[config.mk]
export PLATFORM = sky130hd
export DESIGN_NAME = logic_unit_seq_flat
export DESIGN_NICKNAME = d
export VERILOG_FILES = /design/src/rtl/logic_pkg.sv /design/src/rtl/logic_unit_seq_if.sv /design/src/rtl/logic_slice.sv /design/src/rtl/logic_unit_seq.sv /design/src/flat_wrapper.sv
export SDC_FILE = /design/constraint.sdc
export NUM_CORES = 1
export LEC_CHECK = 0
export BUFFER_PORTS_ARGS = -buffer_cell sky130_fd_sc_hd__buf_2
export CAP_MARGIN = 40
export CORE_AREA = 2 2 139 155
export CTS_BUF_LIST = sky130_fd_sc_hd__clkbuf_4 sky130_fd_sc_hd__clkbuf_8
export DETAILED_ROUTE_END_ITERATION = 8
export DIE_AREA = 0 0 141 157
export GPL_ROUTABILITY_DRIVEN = 0
export PLACE_DENSITY_LB_ADDON = 0.08
export SYNTH_ARGS = -nofsm -noshare
export SYNTH_HDL_FRONTEND = slang
export SYNTH_SLANG_ARGS = --single-unit
export TNS_END_PERCENT = 30
[constraint.sdc]
create_clock -name clk -period 5.4 [get_ports clk]
set_input_delay 0.54 -clock clk [delete_from_list [all_inputs] [get_ports clk]]
set_output_delay 0.54 -clock clk [all_outputs]
set_load 0.005 [all_outputs]
[src/rtl/logic_pkg.sv]
// Shared encodings for the sequential logic unit: op codes, FSM states and a
// helper that sizes the chunk counter.
package logic_pkg;

  localparam logic [2:0] OP_AND  = 3'b000;
  localparam logic [2:0] OP_OR   = 3'b001;
  localparam logic [2:0] OP_XOR  = 3'b010;
  localparam logic [2:0] OP_ANDN = 3'b011;
  localparam logic [2:0] OP_ORN  = 3'b100;
  localparam logic [2:0] OP_XNOR = 3'b101;
  localparam logic [2:0] OP_NAND = 3'b110;
  localparam logic [2:0] OP_NOR  = 3'b111;

  typedef enum logic [1:0] {
    IDLE = 2'd0,
    RUN  = 2'd1,
    DONE = 2'd2
  } state_t;

  // A single chunk still needs a 1-bit counter so the select logic stays uniform.
  function automatic int cnt_width(input int n);
    return (n > 1) ? $clog2(n) : 1;
  endfunction

endpackage

[src/rtl/logic_unit_seq_if.sv]
// Operand/result handshake bundle; master is the producer/consumer side,
// slave is the logic unit.
interface logic_unit_seq_if #(
  parameter int N = 32
) ();
  logic         in_valid;
  logic         in_ready;
  logic [N-1:0] a;
  logic [N-1:0] b;
  logic [2:0]   op;
  logic         out_valid;
  logic         out_ready;
  logic [N-1:0] result;
  logic         zero;
  logic         ones;

  modport master (
    output in_valid, a, b, op, out_ready,
    input  in_ready, out_valid, result, zero, ones
  );

  modport slave (
    input  in_valid, a, b, op, out_ready,
    output in_ready, out_valid, result, zero, ones
  );
endinterface

[src/rtl/logic_slice.sv]
// W-bit combinational bitwise operator; one instance is reused for every
// chunk of a wide operand. Zero latency, no flow control.
module logic_slice
  import logic_pkg::*;
#(
  parameter int W = 8
) (
  input  logic [W-1:0] a_s,
  input  logic [W-1:0] b_s,
  input  logic [2:0]   op,
  output logic [W-1:0] y_s
);

  always_comb begin
    y_s = '0;
    case (op)
      OP_AND:  y_s = a_s & b_s;
      OP_OR:   y_s = a_s | b_s;
      OP_XOR:  y_s = a_s ^ b_s;
      OP_ANDN: y_s = a_s & ~b_s;
      OP_ORN:  y_s = a_s | ~b_s;
      OP_XNOR: y_s = ~(a_s ^ b_s);
      OP_NAND: y_s = ~(a_s & b_s);
      OP_NOR:  y_s = ~(a_s | b_s);
      default: y_s = '0;
    endcase
  end

endmodule

[src/rtl/logic_unit_seq.sv]
// N-bit bitwise logic engine walking W bits per cycle; result valid N/W cycles
// after accept, held in DONE (with flags) until out_ready, no accept outside IDLE.
module logic_unit_seq
  import logic_pkg::*;
#(
  parameter int N = 32,
  parameter int W = 8
) (
  input logic            clk,
  input logic            rst_n,
  logic_unit_seq_if.slave io
);

  localparam int CHUNKS = N / W;
  localparam int CW     = cnt_width(CHUNKS);
  localparam logic [CW-1:0] LAST = CW'(CHUNKS - 1);

  state_t        state;
  logic [CW-1:0] k;
  logic [N-1:0]  a_q;
  logic [N-1:0]  b_q;
  logic [2:0]    op_q;
  logic [N-1:0]  result_q;
  logic          zero_q;
  logic          ones_q;
  logic          in_ready_q;
  logic          out_valid_q;

  logic [W-1:0]  a_s;
  logic [W-1:0]  b_s;
  logic [W-1:0]  y_s;
  logic [N-1:0]  res_next;

  // Constant-index mux keeps the chunk select clean for every N/W ratio.
  always_comb begin
    a_s = '0;
    b_s = '0;
    for (int i = 0; i < CHUNKS; i++) begin
      if (k == CW'(i)) begin
        a_s = a_q[i*W +: W];
        b_s = b_q[i*W +: W];
      end
    end
  end

  logic_slice #(.W(W)) u_slice (
    .a_s (a_s),
    .b_s (b_s),
    .op  (op_q),
    .y_s (y_s)
  );

  always_comb begin
    res_next = result_q;
    for (int i = 0; i < CHUNKS; i++) begin
      if (k == CW'(i)) begin
        res_next[i*W +: W] = y_s;
      end
    end
  end

  always_ff @(posedge clk or negedge rst_n) begin
    if (!rst_n) begin
      state       <= IDLE;
      k           <= '0;
      a_q         <= '0;
      b_q         <= '0;
      op_q        <= OP_AND;
      result_q    <= '0;
      zero_q      <= 1'b0;
      ones_q      <= 1'b0;
      in_ready_q  <= 1'b1;
      out_valid_q <= 1'b0;
    end else begin
      case (state)
        IDLE: begin
          if (io.in_valid) begin
            a_q        <= io.a;
            b_q        <= io.b;
            op_q       <= io.op;
            k          <= '0;
            result_q   <= '0;
            zero_q     <= 1'b0;
            ones_q     <= 1'b0;
            in_ready_q <= 1'b0;
            state      <= RUN;
          end
        end
        RUN: begin
          result_q <= res_next;
          // Flags come from res_next so they include the chunk written this edge.
          if (k == LAST) begin
            k           <= '0;
            zero_q      <= (res_next == '0);
            ones_q      <= &res_next;
            out_valid_q <= 1'b1;
            state       <= DONE;
          end else begin
            k <= k + CW'(1);
          end
        end
        DONE: begin
          if (io.out_ready) begin
            out_valid_q <= 1'b0;
            in_ready_q  <= 1'b1;
            state       <= IDLE;
          end
        end
        default: begin
          k           <= '0;
          out_valid_q <= 1'b0;
          in_ready_q  <= 1'b1;
          state       <= IDLE;
        end
      endcase
    end
  end

  assign io.in_ready  = in_ready_q;
  assign io.out_valid = out_valid_q;
  assign io.result    = result_q;
  assign io.zero      = zero_q;
  assign io.ones      = ones_q;

endmodule

[src/flat_wrapper.sv]
// flat-port wrapper written by rule: the top's interface ports become plain ports
module logic_unit_seq_flat import logic_pkg::*;
#(
  parameter int N = 32,
  parameter int W = 8
)
  (clk, rst_n, io_in_valid, io_a, io_b, io_op, io_out_ready, io_in_ready, io_out_valid, io_result, io_zero, io_ones);
  logic_unit_seq_if #(.N(N)) io_i ();
  input logic clk;
  input logic rst_n;
  input wire logic [$bits(io_i.in_valid)-1:0] io_in_valid;
  input wire logic [$bits(io_i.a)-1:0] io_a;
  input wire logic [$bits(io_i.b)-1:0] io_b;
  input wire logic [$bits(io_i.op)-1:0] io_op;
  input wire logic [$bits(io_i.out_ready)-1:0] io_out_ready;
  output wire logic [$bits(io_i.in_ready)-1:0] io_in_ready;
  output wire logic [$bits(io_i.out_valid)-1:0] io_out_valid;
  output wire logic [$bits(io_i.result)-1:0] io_result;
  output wire logic [$bits(io_i.zero)-1:0] io_zero;
  output wire logic [$bits(io_i.ones)-1:0] io_ones;
  assign io_i.in_valid = io_in_valid;
  assign io_i.a = io_a;
  assign io_i.b = io_b;
  assign io_i.op = io_op;
  assign io_i.out_ready = io_out_ready;
  assign io_in_ready = io_i.in_ready;
  assign io_out_valid = io_i.out_valid;
  assign io_result = io_i.result;
  assign io_zero = io_i.zero;
  assign io_ones = io_i.ones;
  logic_unit_seq #(.N(N), .W(W)) u_core (.clk(clk), .rst_n(rst_n), .io(io_i));
endmodule
Word-level counts from Yosys, hierarchy flattened
Cells that the tools add are included.
W data, S select, Z words.
{ "word_totals": {"reg_bits": 107, "inputBits": 71, "output_inout_bits": 36, "wordCells": 83} }
{ "op_classes": {"n_addsub": 1, "eq_ne": 15, "n_mux": 32, "n_bitwise": 12, "n_reduce_logical": 13} }
{ "op_table": {"columns": ["operator", "count"], "rows": [
  ["$mux W8", 12],
  ["$pmux W32 S2", 1],
  ["$pmux W8 S8", 1],
  ["$logic_not A32 Y1", 1],
  ["$mux W32", 1],
  ["$not A8 Y8", 4],
  ["$reduce_and A32 Y1", 1],
  ["$and A8 B8 Y8", 2],
  ["$or A8 B8 Y8", 2],
  ["$eq A3 B3 Y1 const B", 4],
  ["$pmux W2 S3", 2],
  ["$reduce_and A3 Y1", 4],
  ["$mux W2", 5],
  ["$xor A8 B8 Y8", 1],
  ["$eq A2 B2 Y1 const B", 3],
  ["$eq A3 B2 Y1 const B", 2],
  ["$mux W1", 6],
  ["$pmux W1 S3", 2],
  ["$reduce_and A2 Y1", 3],
  ["$eq A2 B1 Y1 const B", 2],
  ["$logic_not A2 Y1", 2],
  ["$ne A2 B2 Y1 const B", 2],
  ["$pmux W1 S2", 2],
  ["$eq A3 B1 Y1 const B", 1],
  ["other kinds (5)", 7]
]} }

Longest topological paths before layout
{ "logic_depth": {"depth_word": 12, "mapped_depth": 19, "mapped_depth_nobuf": 17} }

Modules after synthesis
Synthesis repeated with hierarchy kept, for this count alone.
{ "unflattened": {"hier_cells": 550, "area_unflattened_um2": 6029.5} }
{ "by_module_without_submodules": {"columns": ["mod", "instances", "cells_per_inst", "area_each_um2", "seq_area_each_um2"], "rows": [
  ["logic_unit_seq", 1, 405, 4941.0, 2678.8],
  ["logic_slice", 1, 145, 1088.5, 0.0]
]} }

Worst setup path before layout
Ideal clock, no wire load.
{ "synth_timing": {"path_kind": "register -> register", "start": "reg u_core.k[1]", "end": "reg u_core.zero_q, in the netlist u_core.io.zero", "setup_time_ns": 0.128, "arrival_time_ns": 3.328, "required_ns": 5.272, "slack_ns": 1.944, "path_stages_with_launch": 19, "n_path_buf": 2, "period_less_slack_ns": 3.456, "cell_sequence": "dfrtp_1 -> inv_1 -> ha_1 -> clkbuf_1 -> buf_1 -> nor2_1 -> a21oi_1 -> nor2_1 -> a21oi_1 -> nor2_1 -> a21o_1 -> ha_1 -> mux2_1 -> a21oi_1 -> nor2_1 -> or3_1 -> and3_1 -> o2111ai_1 -> o31ai_2"} }
{ "synth_between": {"elab_chain_cells": 12, "elab_cells_between_ends": 31, "classes_between": "eq/ne (4); mux (15); bitwise (9); reduce/logical (3)"} }
{ "synth_lines": {"columns": ["item", "line_no", "text"], "rows": [
  ["start, declared", "logic_unit_seq.sv:19", "logic [CW-1:0] k;"],
  ["start signal, assigned", "logic_unit_seq.sv:99", "k <= k + CW'(1);"],
  ["$logic_not A2 Y1", "logic_unit_seq.sv:39, logic_unit_seq.sv:56", null],
  ["$mux W8 (4 in series)", "logic_unit_seq.sv:39", "if (k == CW'(i)) begin"],
  ["$or A8 B8 Y8 (tied with other cells)", "logic_slice.sv:18, logic_slice.sv:24", null],
  ["$not A8 Y8 (tied with other cells)", "logic_slice.sv:24", "OP_NOR: y_s = ~(a_s | b_s);"],
  ["$pmux W8 S8", "logic_slice.sv:16", "case (op)"],
  ["$mux W8", "logic_unit_seq.sv:56", "if (k == CW'(i)) begin"],
  ["$logic_not A32 Y1", "logic_unit_seq.sv:94", "zero_q <= (res_next == '0);"],
  ["$mux W1", "logic_unit_seq.sv:92", "if (k == LAST) begin"],
  ["$pmux W1 S2", "logic_unit_seq.sv:75", "case (state)"],
  ["end signal, assigned", "logic_unit_seq.sv:94", null],
  ["end, declared", "logic_unit_seq.sv:24", "logic zero_q;"]
]} }
Parallel ways exist; a longest one is shown, timed or not. The select of a mux whose other input is x is not followed.
A chain may end at the register's enable or synchronous reset.

Final worst setup path
{ "layout_timing": {"start": "reg u_core.k[1]", "end": "reg u_core.ones_q, in the netlist u_core.io.ones"} }
{ "layout_between": {"elab_chain_cells": 12, "elab_cells_between_ends": 31, "classes_between": "eq/ne (4); mux (15); bitwise (9); reduce/logical (3)"} }
{ "layout_lines": {"columns": ["item", "line_no", "text"], "rows": [
  ["$logic_not A2 Y1", "logic_unit_seq.sv:39, logic_unit_seq.sv:56", null],
  ["$mux W8 (4 in series)", "logic_unit_seq.sv:39", null],
  ["$or A8 B8 Y8 (tied with other cells)", "logic_slice.sv:18, logic_slice.sv:24", null],
  ["$not A8 Y8 (tied with other cells)", "logic_slice.sv:24", null],
  ["$pmux W8 S8", "logic_slice.sv:16", null],
  ["$mux W8", "logic_unit_seq.sv:56", null],
  ["$reduce_and A32 Y1", "logic_unit_seq.sv:95", "ones_q <= &res_next;"],
  ["$mux W1", "logic_unit_seq.sv:92", null],
  ["$pmux W1 S2", "logic_unit_seq.sv:75", null],
  ["end signal, assigned", "logic_unit_seq.sv:95", null],
  ["end, declared", "logic_unit_seq.sv:25", "logic ones_q;"]
]} }
Parallel ways exist; a longest one is shown, timed or not. The select of a mux whose other input is x is not followed.

==> metrics.txt <==
VDD IR max slightly below 0.0002 V; Initial Util 0.296; FF-to-FF Start u_core.k[1]; worst path required time ~5.7 ns; Synthesis Warnings 0; asr flop ratio synth 1.00; initial antenna violation count 1; Pwr Total about 0.005 W; area post-placement slightly below 7000 sq um; worst slew pin tran about 0.95 ns; Syn Std Cell Area roughly 6000 sq um; count of final setup violators 0; CTS clk-pin slew, worst paths about 0.12 ns; # H-tree levels 3; DR DRC count 0; Die Y 157 microns; clk buf depth 2; most frequent cells in the layout dfrtp_1 (106), buf_2 (105), mux2_2 (66), nor2_1 (65), a21oi_1 (49); Via Count 4744; period utilization 0.776; final wirelength between 15000 and 20000 microns; CP dominant cell by count nor2_1; Antenna Nets Post-Route 0; largest net degree at the start of global routing between 50 and 60; sequential cell area 2680 sq um; share of layout cells above drive strength 1 0.305; Inst Count DP about 900; LEAKAGE between 3 and 4 nW; first-pass GRT wire length about 27000 microns; Netlist cell types 57; worst reg2reg path depth 16; crit path cell chain inv_1 -> ha_1 -> nor2_1 -> a21oi_1 -> nor2_1 -> a21oi_1 -> nor2_1 -> a21o_1 -> ha_1 -> mux2_1 -> a21oi_1 -> nor2_1 -> nor3_1 -> o2111a_1 -> nand4_1 -> o31ai_1; clock sink total about 110; routed length per placed instance between 15 and 20 microns; DRT Pass-1 Iters 4; Fillers about 2.1k; TritonCTS clock tree yes; cts hold-fix bufs 0; Syn Inst Count between 500 and 600; critical path class reg2reg; CP arrival approximately 4.5 ns; num ports 107; Net Count, Synth 691; Synth Register Bits 107; worst hold path type in2async; commonest non-fill, non-tap cell in the layout dfrtp_1; r2r endpoint u_core.io.ones; clock skew roughly 0.027 ns; Max-Cap Viols 0; Top FF cell, synth dfrtp_1; Die W approximately 140 microns; Pwr Density 716 nW/um^2; DR iter-0 viols 255; detailed-route vias per instance around 5.1; Rel. slew slack 0.369; Post-CTS Setup Inserts 0; Max Freq approximately 0.24 GHz; Final #Nets 777; Setup TNS 0 ns; CP endpoint kind flop; core area around 20000 sq um; global route total overflow 0; overall routing resource usage 0.159; area delta synth->final 15.3%; Post-Layout Cell Count between 900 and 1k; status finished, final reports clean; IO Port Bufs about 110; R2R Setup Slk approximately 1.2 ns; clk_lat worst skew about 0.4 ns; Max Slew Vio Count 0; vias in the first global route 4903; FP Rows between 50 and 60; RSZ-0062 raised after global routing false; syn avg cell area a little over 10 sq um; area occupied by multi-input gates about 3200 sq um; CTS Root Cell clkbuf_8; Tmin final 4.19 ns; Setup crit start kind flop; final HPWL from detailed placement around 13000 microns; CP max-delay cell ha_1; Post-synth EDFFs 0; number of CTS-inserted buffers 9; sequential area share after synthesis 0.442; Die ar. approximately 22000 sq um; endpoints failing hold 0; PostCTS Resize Cnt 0; Final Cell Area between 6000 and 7000 sq um; CP peak stage delay 0.58 ns; crit path max fanout 20
-- power by group --
| part | switching (W) | total [W] | internal, W |
|---|---|---|---|
| clock network | 0.000315 | 0.000498 | 0.000183 |
| logic | 0.00171 | 0.00300 | 0.00129 |
| registers | 0.000330 | 0.00150 | 0.00117 |
| total | 0.00236 | 0.00500 | 0.00264 |
-- critical path: cells and delay by family (launching register included) --
| family | cells | cell delay [ns] |
|---|---|---|
| multiplexers | 1 | 0.30 |
| AO/OA/AOI/OAI | 6 | 1.43 |
| flip-flops | 1 | 0.43 |
| adder cells (fa/ha/maj) | 2 | 0.89 |
| buffers and inverters | 1 | 0.09 |
| AND/OR/NAND/NOR | 6 | 0.97 |
-- metrics by stage --
stage	setup WS, ns	hold WS, ns	utilization
after CTS	1.15	0.165	0.342
after global routing	0.770	0.193	0.342
after floorplan	1.94	0.244	-
final	1.21	0.154	0.342
after global placement	1.33	0.486	0.332
after detailed placement	1.20	0.490	0.332
-- synth_stat cells (all sizes together), types with 8 or more instances --
cell type	n	share of area
a21o	17	0.021
a21oi	49	0.040
a22o	29	0.042
buf	18	0.018
clkbuf	21	0.013
dfrtp	106	0.44
ha	36	0.074
inv	12	0.0074
mux2	70	0.13
mux2i	8	0.013
nand2	36	0.022
nor2	66	0.041
nor3	13	0.011
o21ai	18	0.015
-- worst max-delay path by stage --
stage,cells past startpoint,from,endpoint,slack [ns]
floorplan,18,u_core.k[1],u_core.io.zero,1.94
global placement,16,u_core.k[1],u_core.io.ones,1.33
detailed placement,16,u_core.k[1],u_core.io.ones,1.20
CTS,16,u_core.k[1],u_core.io.ones,1.15
global route,16,u_core.k[1],u_core.io.ones,0.77
finish,16,u_core.k[1],u_core.io.ones,1.21
-- sequential cells by signal, summed over array words and instances (netlist names) --
| signal | flops |
|---|---|
| u_core.a_q | 32 |
| u_core.b_q | 32 |
| u_core.io.result | 32 |
| u_core.op_q | 3 |
| u_core.k | 2 |
| u_core.state | 2 |
| u_core.io.in_ready | 1 |
| u_core.io.ones | 1 |
| u_core.io.out_valid | 1 |
| u_core.io.zero | 1 |
-- logic make-up after synthesis --
group / count (synthesis) / synth area share
AOI/OAI and AO/OA: 159 / 0.181
and+or+nand+nor: 151 / 0.113
buffers and inverters: 51 / 0.0384
adders and majority gates: 36 / 0.0744
muxes: 80 / 0.151
DFF: 107 / 0.442
-- layout make-up --
cell class | instances | area share
tap | 256 | 0.0459
clock inverter | 6 | 0.00806
timing repair buffer | 114 | 0.0849
sequential | 107 | 0.384
multi-input combinational | 426 | 0.452
antenna | 1 | 0.000358
clock buffer | 10 | 0.0188
inverter | 12 | 0.00645
-- routing by layer --
layer  GRT usage  wire length (microns)
met5           0                      0
met4      0.0543                    261
met3      0.0289                    761
met2       0.265                   8150
met1       0.209                   7930
Note: power is estimated with default switching activity, not from simulation.
